**config.mk**
```make
export PLATFORM = sky130hd
export DESIGN_NAME = regfile_dump
export DESIGN_NICKNAME = d
export VERILOG_FILES = /design/src/rtl/regfile_dump.sv
export SDC_FILE = /design/constraint.sdc
export NUM_CORES = 1
export LEC_CHECK = 0
export BUFFER_PORTS_ARGS = -buffer_cell sky130_fd_sc_hd__buf_2
export CAP_MARGIN = 20
export CORE_MARGIN = 2
export CORE_UTILIZATION = 54
export DETAILED_ROUTE_END_ITERATION = 16
export PLACE_DENSITY = 0.85
export SYNTH_ARGS = -nofsm -noshare
export SYNTH_HDL_FRONTEND = slang
export SYNTH_SLANG_ARGS = --single-unit
```
**constraint.sdc**
```tcl
create_clock -name clk -period 5.5 [get_ports clk]
set_input_delay 1.65 -clock clk [delete_from_list [all_inputs] [get_ports clk]]
set_output_delay 1.65 -clock clk [all_outputs]
set_load 0.01 [all_outputs]
```
**src/rtl/regfile_dump.sv**
```systemverilog
// Debug read-out engine: walks the register file two entries at a time and streams
// each value with its index. Optional checksum beat under `REGFILE_DUMP_CHECKSUM_EN`.
module regfile_dump #(
  parameter int unsigned XLEN     = 64,
  parameter int unsigned NUM_REGS = 32,
  parameter int unsigned IDX_W    = 5
) (
  input  logic             clk,
  input  logic             reset,
  input  logic             start,
  output logic [IDX_W-1:0] RS1,
  output logic [IDX_W-1:0] RS2,
  input  logic [XLEN-1:0]  ReadData1,
  input  logic [XLEN-1:0]  ReadData2,
  output logic             dump_valid,
  input  logic             dump_ready,
  output logic [XLEN-1:0]  dump_data,
  output logic [IDX_W-1:0] dump_index,
  output logic             dump_last,
  output logic             busy,
  output logic             done
);

  localparam logic [IDX_W-1:0] LastPair = IDX_W'(NUM_REGS / 2 - 1);

`ifdef REGFILE_DUMP_CHECKSUM_EN
  typedef enum logic [2:0] {StIdle, StRead, StSend0, StSend1, StFin, StDone} state_e;
`else
  typedef enum logic [2:0] {StIdle, StRead, StSend0, StSend1, StDone} state_e;
`endif

  state_e           state_q, state_d;
  logic [IDX_W-1:0] k_q, k_d;
  logic [IDX_W-1:0] rs1_q, rs1_d, rs2_q, rs2_d;
  logic [XLEN-1:0]  buf1_q, buf1_d;
  logic             valid_q, valid_d;
  logic [XLEN-1:0]  data_q, data_d;
  logic [IDX_W-1:0] index_q, index_d;
  logic             last_q, last_d;
  logic             busy_q, busy_d;
  logic             done_q, done_d;
`ifdef REGFILE_DUMP_CHECKSUM_EN
  logic [XLEN-1:0]  acc_q, acc_d;
`endif

  logic hs;
  assign hs = valid_q & dump_ready;

  always_comb begin
    state_d = state_q;
    k_d     = k_q;
    rs1_d   = rs1_q;
    rs2_d   = rs2_q;
    buf1_d  = buf1_q;
    valid_d = valid_q;
    data_d  = data_q;
    index_d = index_q;
    last_d  = last_q;
    done_d  = 1'b0;
`ifdef REGFILE_DUMP_CHECKSUM_EN
    acc_d   = acc_q;
    if (hs && state_q != StFin) acc_d = acc_q ^ data_q;
`endif
    unique case (state_q)
      StIdle: begin
        if (start) begin
          state_d = StRead;
          k_d     = '0;
          rs1_d   = '0;
          rs2_d   = IDX_W'(1);
`ifdef REGFILE_DUMP_CHECKSUM_EN
          acc_d   = '0;
`endif
        end
      end
      StRead: begin
        // Entry 0 of the pair buffer lives directly in the output data register.
        data_d  = ReadData1;
        buf1_d  = ReadData2;
        index_d = rs1_q;
        last_d  = 1'b0;
        valid_d = 1'b1;
        state_d = StSend0;
      end
      StSend0: begin
        if (hs) begin
          data_d  = buf1_q;
          index_d = rs2_q;
`ifdef REGFILE_DUMP_CHECKSUM_EN
          last_d  = 1'b0;
`else
          last_d  = (k_q == LastPair);
`endif
          state_d = StSend1;
        end
      end
      StSend1: begin
        if (hs) begin
          if (k_q != LastPair) begin
            k_d     = k_q + IDX_W'(1);
            rs1_d   = k_d << 1;
            rs2_d   = (k_d << 1) | IDX_W'(1);
            valid_d = 1'b0;
            state_d = StRead;
          end else begin
`ifdef REGFILE_DUMP_CHECKSUM_EN
            data_d  = acc_q ^ data_q;
            index_d = '0;
            last_d  = 1'b1;
            state_d = StFin;
`else
            valid_d = 1'b0;
            last_d  = 1'b0;
            done_d  = 1'b1;
            state_d = StDone;
`endif
          end
        end
      end
`ifdef REGFILE_DUMP_CHECKSUM_EN
      StFin: begin
        if (hs) begin
          valid_d = 1'b0;
          last_d  = 1'b0;
          done_d  = 1'b1;
          state_d = StDone;
        end
      end
`endif
      StDone: state_d = StIdle;
      default: state_d = StIdle;
    endcase
    busy_d = (state_d != StIdle);
  end

  always_ff @(posedge clk or negedge reset) begin
    if (!reset) begin
      state_q <= StIdle;
      k_q     <= '0;
      rs1_q   <= '0;
      rs2_q   <= '0;
      buf1_q  <= '0;
      valid_q <= 1'b0;
      data_q  <= '0;
      index_q <= '0;
      last_q  <= 1'b0;
      busy_q  <= 1'b0;
      done_q  <= 1'b0;
`ifdef REGFILE_DUMP_CHECKSUM_EN
      acc_q   <= '0;
`endif
    end else begin
      state_q <= state_d;
      k_q     <= k_d;
      rs1_q   <= rs1_d;
      rs2_q   <= rs2_d;
      buf1_q  <= buf1_d;
      valid_q <= valid_d;
      data_q  <= data_d;
      index_q <= index_d;
      last_q  <= last_d;
      busy_q  <= busy_d;
      done_q  <= done_d;
`ifdef REGFILE_DUMP_CHECKSUM_EN
      acc_q   <= acc_d;
`endif
    end
  end

  assign RS1        = rs1_q;
  assign RS2        = rs2_q;
  assign dump_valid = valid_q;
  assign dump_data  = data_q;
  assign dump_index = index_q;
  assign dump_last  = last_q;
  assign busy       = busy_q;
  assign done       = done_q;

endmodule

```
==> metrics.md, run 1 <==
| Metric | Value |
|---|---|
| Worst-Skew Late Latency | `0.41 ns` |
| Final Skew | `0.005996 ns` |
| Number of enable-type register cells in the synthesized netlist | `0` |
| Number of register bits inferred by synthesis | `146` |
| Number of sinks on the clock net | `146` |
| Result of the run | `finished, final reports clean` |
| Leakage Power | `4.404 nW` |
| Last weighted congestion value of the routability-driven placer | `0.8334` |
| GRT Util Overall | `24.31%` |
| CP Capture Type | `flop` |
| Detailed-route vias per instance | `5.321` |
| Number of input and output port buffers inserted | `213` |
| Post-cts resize count | `0` |
| Number of placed instances with taps included | `825` |
| Total number of yosys warnings | `0` |
| Total congestion overflow | `0` |
| Largest incremental delay on the critical path | `0.79 ns` |
| Clock slew at the register clock pins of the worst setup and hold paths | `0.06 ns` |
| Reg area | `3654 µm²` |
| Setup Fix Bufs, Post-CTS | `0` |
| Cell Rows | `39` |
| Worst min path class | `reg2reg` |
| PnR worst setup slack | `2.690 ns` |
| Met2 capacity usage during global routing | `41.75%` |
| TNS Setup | `0 ns` |
| Final period demand of the worst path | `2.810 ns` |
| Most frequent cells after synthesis | `sky130_fd_sc_hd__dfrtp_1 (146), sky130_fd_sc_hd__nor2_1 (70), sky130_fd_sc_hd__mux2_2 (69)` |
| Area taken by multi-input logic gates | `2337 µm²` |
| DIE AREA | `12390 µm²` |
| Pin count of the biggest net entering global routing | `116` |
| Io pins | `215` |
| Number of nets produced by synthesis | `639` |
| Number of global-route vias before repair | `4866` |
| Fmax | `355.9 MHz` |
| Cell area after layout | `7878 µm²` |
| Count of non-filler cells in the finished layout | `857` |
| Core Area | `11320 µm²` |
| Master of the slowest instance on the critical path | `sky130_fd_sc_hd__nor2_4` |
| Main flop type after synthesis | `sky130_fd_sc_hd__dfrtp_1` |
| Fraction of registers with async set/reset | `100.0%` |
| Pre-antenna DRT Iters | `4` |
| Met1 routing resource usage after global routing | `28.80%` |
| PD cells | `297.2 nW/µm²` |
| Placement Setup Slack | `2.376 ns` |
| Number of instances in the synthesized netlist | `504` |
| Category of the worst setup path launch point | `flop` |
| Peak supply drop | `0.0002480 V` |
| Final count of hold timing violations | `0` |
| Maximum fanout along the worst path | `38` |
| Required time reported for the critical path endpoint | `5.76 ns` |
| Unrepaired setup endpoints after global routing | `no` |
| Per-instance average area after synthesis | `12.34 µm²` |
| Area growth from synthesis to layout | `26.71%` |
| Endpoint arrival time on the critical path | `3.07 ns` |
| Number of diodes added for antenna fixing | `0` |
| Share of layout cells above drive strength 1 | `44.68%` |
| Total length of routed wires | `14.56 mm` |
| Cell with the most instances after synthesis | `sky130_fd_sc_hd__dfrtp_1` |
| WL/cell | `16.98 µm` |
| Summed instance area of the synthesized netlist | `6217 µm²` |
| Cell Chain, Critical Path | `nand2b_1 -> nor2_4 -> buf_4 -> mux2i_1 -> a21oi_1` |
| CTS Buffer Depth | `2` |
| Initial antenna violation count | `0` |
| Wire length of the first global-routing pass | `23.73 mm` |
| Slew at the pin with the worst max-slew slack | `1.029 ns` |
| Cts-stage hold buffer count | `0` |
| Clock Tree Root | `sky130_fd_sc_hd__clkbuf_16` |
| Max-slew headroom at the worst pin | `31.24%` |
| Cell type with the highest aggregate area in the netlist | `sky130_fd_sc_hd__dfrtp_1` |
| Width of the die | `111.3 µm` |
| Global Route met3 Usage | `6.725%` |
| Final-report setup violation count | `0` |
| CTS H-Tree Depth | `4` |
| Count of distinct cell types in the synthesized netlist | `30` |
| Fill cell total of the finished layout | `819` |
| TritonCTS clock tree | `yes` |
| Number of remaining DRC errors | `0` |
| Type of the worst setup path | `reg2reg` |
| Final cycle utilization of the critical path | `51.09%` |
| Final Net Count | `837` |
| Vert. Die Dim | `111.3 µm` |
| Slew Viols, Final | `0` |
| Sequential share of the synthesized area | `58.76%` |
| Share of the synthesized area in the top cell type | `58.76%` |
| Reported max-cap violation count | `0` |
| Total placed instance area | `7291 µm²` |
| Cells taking the most area after synthesis | `sky130_fd_sc_hd__dfrtp_1 (59%), sky130_fd_sc_hd__mux2_2 (12%), sky130_fd_sc_hd__mux2i_1 (10%)` |
| Detailed placer's ending HPWL | `10.10 mm` |
| Starting utilization of the core area | `54.92%` |
| Routed via count | `4560` |
| Violation count after the first detailed-route iteration | `228` |
| Remaining antenna violation count | `0` |
| Most used routing layer in global routing | `met2` |
| Number of buffers created by CTS | `17` |
[state kept, by name, indices dropped and copies added (netlist names)]
signal      count
dump_index      5
dump_last       1
RS2             1
done            1
state_q         3
buf1_q         64
busy            1
dump_data      64
dump_valid      1
k_q             5
[power breakdown]
group	internal, mW	switching [mW]
Clock	0.677	0.406
Sequential	1.10	0.0154
Combinational	0.0664	0.0756
Total	1.84	0.497
[cell families after synthesis]
logic type	Yosys count	share of synthesized area, %
other cells	1	0.06032
compound gates	82	7.064
mux	133	22.80
simple gates	96	6.701
flops	146	58.76
fa+ha+maj	3	0.6038
buf+inv	43	4.005
[layer usage]
layer  part of all wire [%]  wire length, µm
met5                      0                0
met4                    2.2              317
met3                    6.5              952
met1                     39             5649
met2                     52             7637
[worst paths after layout]
path,startpoint,endpoint,slack [ns],cells after the start
max in group asynchronous,reset,dump_data[9]$_DFFE_PN0P_,3.25,3
setup / recovery,state_q[0]$_DFF_PN0_,dump_data[24]$_DFFE_PN0P_,2.69,5
min in group asynchronous,reset,done$_DFF_PN0_,1.10,1
setup reg to reg,state_q[0]$_DFF_PN0_,dump_data[24]$_DFFE_PN0P_,2.69,5
hold / removal,k_q[4]$_DFFE_PN0P_,k_q[4]$_DFFE_PN0P_,0.49,2
hold reg to reg,k_q[4]$_DFFE_PN0P_,k_q[4]$_DFFE_PN0P_,0.49,2
[cells in the final DEF, fill, tap and decap left out, types with 2 or more instances in the layout]
cell                        count
sky130_fd_sc_hd__a21boi_0       2
sky130_fd_sc_hd__a21oi_1       66
sky130_fd_sc_hd__and2_1         2
sky130_fd_sc_hd__and3_1         3
sky130_fd_sc_hd__buf_2        212
sky130_fd_sc_hd__buf_4          5
sky130_fd_sc_hd__clkbuf_1       4
sky130_fd_sc_hd__clkbuf_16     17
sky130_fd_sc_hd__clkbuf_8       5
sky130_fd_sc_hd__clkinv_2       4
sky130_fd_sc_hd__dfrtp_1      146
sky130_fd_sc_hd__ha_1           3
sky130_fd_sc_hd__inv_1          3
sky130_fd_sc_hd__mux2_2        69
sky130_fd_sc_hd__mux2i_1       64
sky130_fd_sc_hd__nand2_1        4
sky130_fd_sc_hd__nand2b_1       4
sky130_fd_sc_hd__nand3_1        3
sky130_fd_sc_hd__nand4_1        2
sky130_fd_sc_hd__nor2_1        68
sky130_fd_sc_hd__nor2_4         2
sky130_fd_sc_hd__nor2b_1        3
sky130_fd_sc_hd__nor3_1         2
sky130_fd_sc_hd__o21ai_0        6
sky130_fd_sc_hd__o21bai_1       2
[worst max-delay path, delay by kind of cell (launching register included)]
kind | cells | cell delay [ns]
simple gates | 2 | 1.03
buf+inv | 1 | 0.71
flops | 1 | 0.48
mux | 1 | 0.26
compound gates | 1 | 0.11
[layout make-up]
cell class	count	area share [%]
timing repair buffer	219	14.44
inverter	3	0.1429
sequential	146	46.38
clock buffer	26	6.464
tap	143	2.271
multi-input combinational	315	29.67
clock inverter	5	0.6353
[per-stage QoR]
step	util (%)	power [mW]	hold WS [ns]
after floorplan	-	1.172	0.4485
after global placement	64.40	1.268	0.4660
after detailed placement	64.40	1.275	0.4795
after CTS	69.34	2.362	0.4932
after global routing	69.58	2.426	0.5148
final	69.58	2.341	0.4886
No activity file was read; power rests on OpenSTA's default activity.
==> run 2, diff against run 1 <==
--- a/config.mk
+++ b/config.mk
@@ -8,9 +8,9 @@
 export BUFFER_PORTS_ARGS = -buffer_cell sky130_fd_sc_hd__buf_2
 export CAP_MARGIN = 20
 export CORE_MARGIN = 2
-export CORE_UTILIZATION = 54
+export CORE_UTILIZATION = 50
 export DETAILED_ROUTE_END_ITERATION = 16
-export PLACE_DENSITY = 0.85
+export PLACE_DENSITY = 0.8
 export SYNTH_ARGS = -nofsm -noshare
 export SYNTH_HDL_FRONTEND = slang
 export SYNTH_SLANG_ARGS = --single-unit
==> constraint.sdc (replaced) <==
create_clock -name clk -period 2.9 [get_ports clk]
set_input_delay 0.87 -clock clk [delete_from_list [all_inputs] [get_ports clk]]
set_output_delay 0.87 -clock clk [all_outputs]
set_load 0.01 [all_outputs]
==> run 2 against run 1 <==
  * Clock power is 100% higher
  * Register-to-register slack got worse by 1.8 ns
  * Wire length is 0.32% lower
  * Combinational power increased by 87%
  * Via count rose by 0.11%
  * Non-clock buffer count grew 4
  * Clock-buffer cell count down 7
  * Sequential cell count unchanged
  * Setup slack got worse by 1.8 ns
  * Critical path type unchanged
  * Largest power group is now the clock network
==> metrics.md, run 2 (synthesis results as in run 1) <==
| Metric | Value |
|---|---|
| Result of the run | `finished, final reports clean` |
| Width of the die | `115.5 µm (+3.8%)` |
| Clock slew at the register clock pins of the worst setup and hold paths | `0.06 ns (about the same)` |
| Crit-path most repeated cell | `sky130_fd_sc_hd__ha_1` |
| Share of layout cells above drive strength 1 | `45.34% (+0.66 points)` |
| Master of the slowest instance on the critical path | `sky130_fd_sc_hd__dfrtp_1` |
| Worst-Skew Late Latency | `0.42 ns (about the same)` |
| Setup slack of the worst register-to-register path | `0.92 ns (-1.77 ns)` |
| Fill cell total of the finished layout | `897 (+9.5%)` |
| R2R depth | `5 (unchanged)` |
| Total length of routed wires | `14.51 mm (-0.32%)` |
| Routed via count | `4565 (+0.11%)` |
| Required time reported for the critical path endpoint | `3.20 ns (-2.56 ns)` |
| Endpoint arrival time on the critical path | `2.28 ns (-0.79 ns)` |
| Pre-antenna DRT Iters | `4 (unchanged)` |
| Detailed placer's ending HPWL | `10.17 mm (+0.71%)` |
| Number of input and output port buffers inserted | `213 (unchanged)` |
| Slew Viols, Final | `0 (unchanged)` |
| Final period demand of the worst path | `1.976 ns (-0.8340 ns)` |
| CTS Buffer Depth | `2 (unchanged)` |
| Remaining antenna violation count | `0 (unchanged)` |
| Starting utilization of the core area | `51.55% (-3.4 points)` |
| Pin count of the biggest net entering global routing | `75 (-35%)` |
| Number of placed instances with taps included | `855 (+3.6%)` |
| Setup Fix Bufs, Post-CTS | `0 (unchanged)` |
| Maximum fanout along the worst path | `8 (-79%)` |
| Number of remaining DRC errors | `0 (unchanged)` |
| Io pins | `215 (unchanged)` |
| Peak supply drop | `0.0003623 V (+46%)` |
| Number of buffers created by CTS | `17 (unchanged)` |
| Total congestion overflow | `0 (unchanged)` |
| Final count of hold timing violations | `0 (unchanged)` |
| GRT Util Overall | `22.50% (-1.8 points)` |
| PD cells | `573.2 nW/µm² (+93%)` |
| CP Capture Type | `flop` |
| TNS Setup | `0 ns (unchanged)` |
| Count of non-filler cells in the finished layout | `887 (+3.5%)` |
| Reported max-cap violation count | `0 (unchanged)` |
| Cts-stage hold buffer count | `0 (unchanged)` |
| TritonCTS clock tree | `yes` |
| Type of the worst setup path | `reg2reg` |
| Post-cts resize count | `0 (unchanged)` |
| Final cycle utilization of the critical path | `68.14% (+17 points)` |
| CTS H-Tree Depth | `4 (unchanged)` |
| Initial antenna violation count | `0 (unchanged)` |
| DIE AREA | `13340 µm² (+7.7%)` |
| Core Area | `12060 µm² (+6.5%)` |
| Wire length of the first global-routing pass | `23.04 mm (-2.9%)` |
| Commonest cells after routing, fill and taps aside | `sky130_fd_sc_hd__buf_2 (212), sky130_fd_sc_hd__dfrtp_1 (146), sky130_fd_sc_hd__mux2_2 (69), sky130_fd_sc_hd__nor2_1 (68), sky130_fd_sc_hd__a21oi_1 (66)` |
| Critical register-to-register path endpoint | `k_q[0]$_DFFE_PN0P_` |
| Number of diodes added for antenna fixing | `0 (unchanged)` |
| Cell Rows | `40 (+2.6%)` |
| Violation count after the first detailed-route iteration | `270 (+18%)` |
| Slew at the pin with the worst max-slew slack | `0.6174 ns (-0.4117 ns)` |
| Fmax | `506.0 MHz (+42%)` |
| Unrepaired setup endpoints after global routing | `no` |
| Detailed-route vias per instance | `5.147 (-3.3%)` |
| Worst R2R Start | `k_q[0]$_DFFE_PN0P_` |
| Last weighted congestion value of the routability-driven placer | `0.7984 (-4.2%)` |
| Clock Tree Root | `sky130_fd_sc_hd__clkbuf_16` |
| Final Skew | `0.007008 ns (+0.001012 ns)` |
| Area growth from synthesis to layout | `28.52%` |
| Number of sinks on the clock net | `146 (unchanged)` |
| Max-slew headroom at the worst pin | `58.84% (+28 points)` |
| Most common cell after layout, fill and taps aside | `sky130_fd_sc_hd__buf_2` |
| Worst min path class | `in2async` |
| Final-report setup violation count | `0 (unchanged)` |
| Largest incremental delay on the critical path | `0.45 ns (-0.34 ns)` |
| Cell Chain, Critical Path | `ha_1 -> and3_1 -> ha_1 -> o31a_2 -> mux2_2` |
| Number of global-route vias before repair | `4741 (-2.6%)` |
| Final Net Count | `841 (+0.48%)` |
| Leakage Power | `4.426 nW (+0.48%)` |
| Vert. Die Dim | `115.5 µm (+3.8%)` |
| Category of the worst setup path launch point | `flop` |
| WL/cell | `16.36 µm (-3.7%)` |
[run 2: how the worst max path moves through the flow]
stage          cells after the start                   endpoint                from  slack (ns)
2_1_floorplan                      4  dump_index[1]$_DFFE_PN0P_          dump_ready        1.06
3_3_place_gp                       6  dump_data[18]$_DFFE_PN0P_          dump_ready        0.72
3_5_place_dp                       6  dump_data[34]$_DFFE_PN0P_          dump_ready        0.65
4_1_cts                            5         k_q[0]$_DFFE_PN0P_  k_q[0]$_DFFE_PN0P_        0.92
5_1_grt                            5         k_q[0]$_DFFE_PN0P_  k_q[0]$_DFFE_PN0P_        0.83
6_report                           5         k_q[0]$_DFFE_PN0P_  k_q[0]$_DFFE_PN0P_        0.92
[run 2: where the power goes]
part           switching [mW]  internal (mW)  total [mW]
logic                   0.140          0.126       0.266
registers              0.0296           2.09        2.12
clock network           0.850           1.35        2.20
[run 2: per-stage QoR]
| stage | util, % | setup WS [ns] | area [µm²] | hold slack [ns] | power, mW |
|---|---|---|---|---|---|
| after floorplan | - | 1.060 | 6217 | 0.4485 | 2.223 |
| after global placement | 61.33 | 0.7178 | 7397 | 0.4654 | 2.408 |
| after detailed placement | 61.33 | 0.6487 | 7397 | 0.4829 | 2.420 |
| after CTS | 66.24 | 0.9160 | 7990 | 0.4451 | 4.629 |
| after global routing | 66.24 | 0.8255 | 7990 | 0.4699 | 4.750 |
| final | 66.24 | 0.9239 | 7990 | 0.4224 | 4.580 |
[run 2: metal layers]
metal,global-route usage [%],part of all wire [%],vias to the layer above
li1,-,-,2147
met1,27.46,42,2225
met2,37.08,50,162
met3,6.799,6.0,31
met4,10.04,2.3,0
met5,0,0,-
[run 2: cell type report]
class | instances | area (µm²) | area share (%)
flip-flops and latches | 146 | 3654 | 45.72
clock buffers | 19 | 432.9 | 5.418
inverters | 3 | 11.26 | 0.1409
repair buffers | 223 | 1185 | 14.83
multi-input cells | 315 | 2337 | 29.25
well taps | 168 | 210.2 | 2.631
clock inverters | 13 | 160.2 | 2.004
[run 2: critical path, delay by kind of cell (launching register included)]
| kind | cells | cell delay, ns |
|---|---|---|
| AOI/OAI and AO/OA | 1 | 0.42 |
| adders and majority gates | 2 | 0.50 |
| DFF | 1 | 0.45 |
| muxes | 1 | 0.28 |
| and+or+nand+nor | 1 | 0.21 |
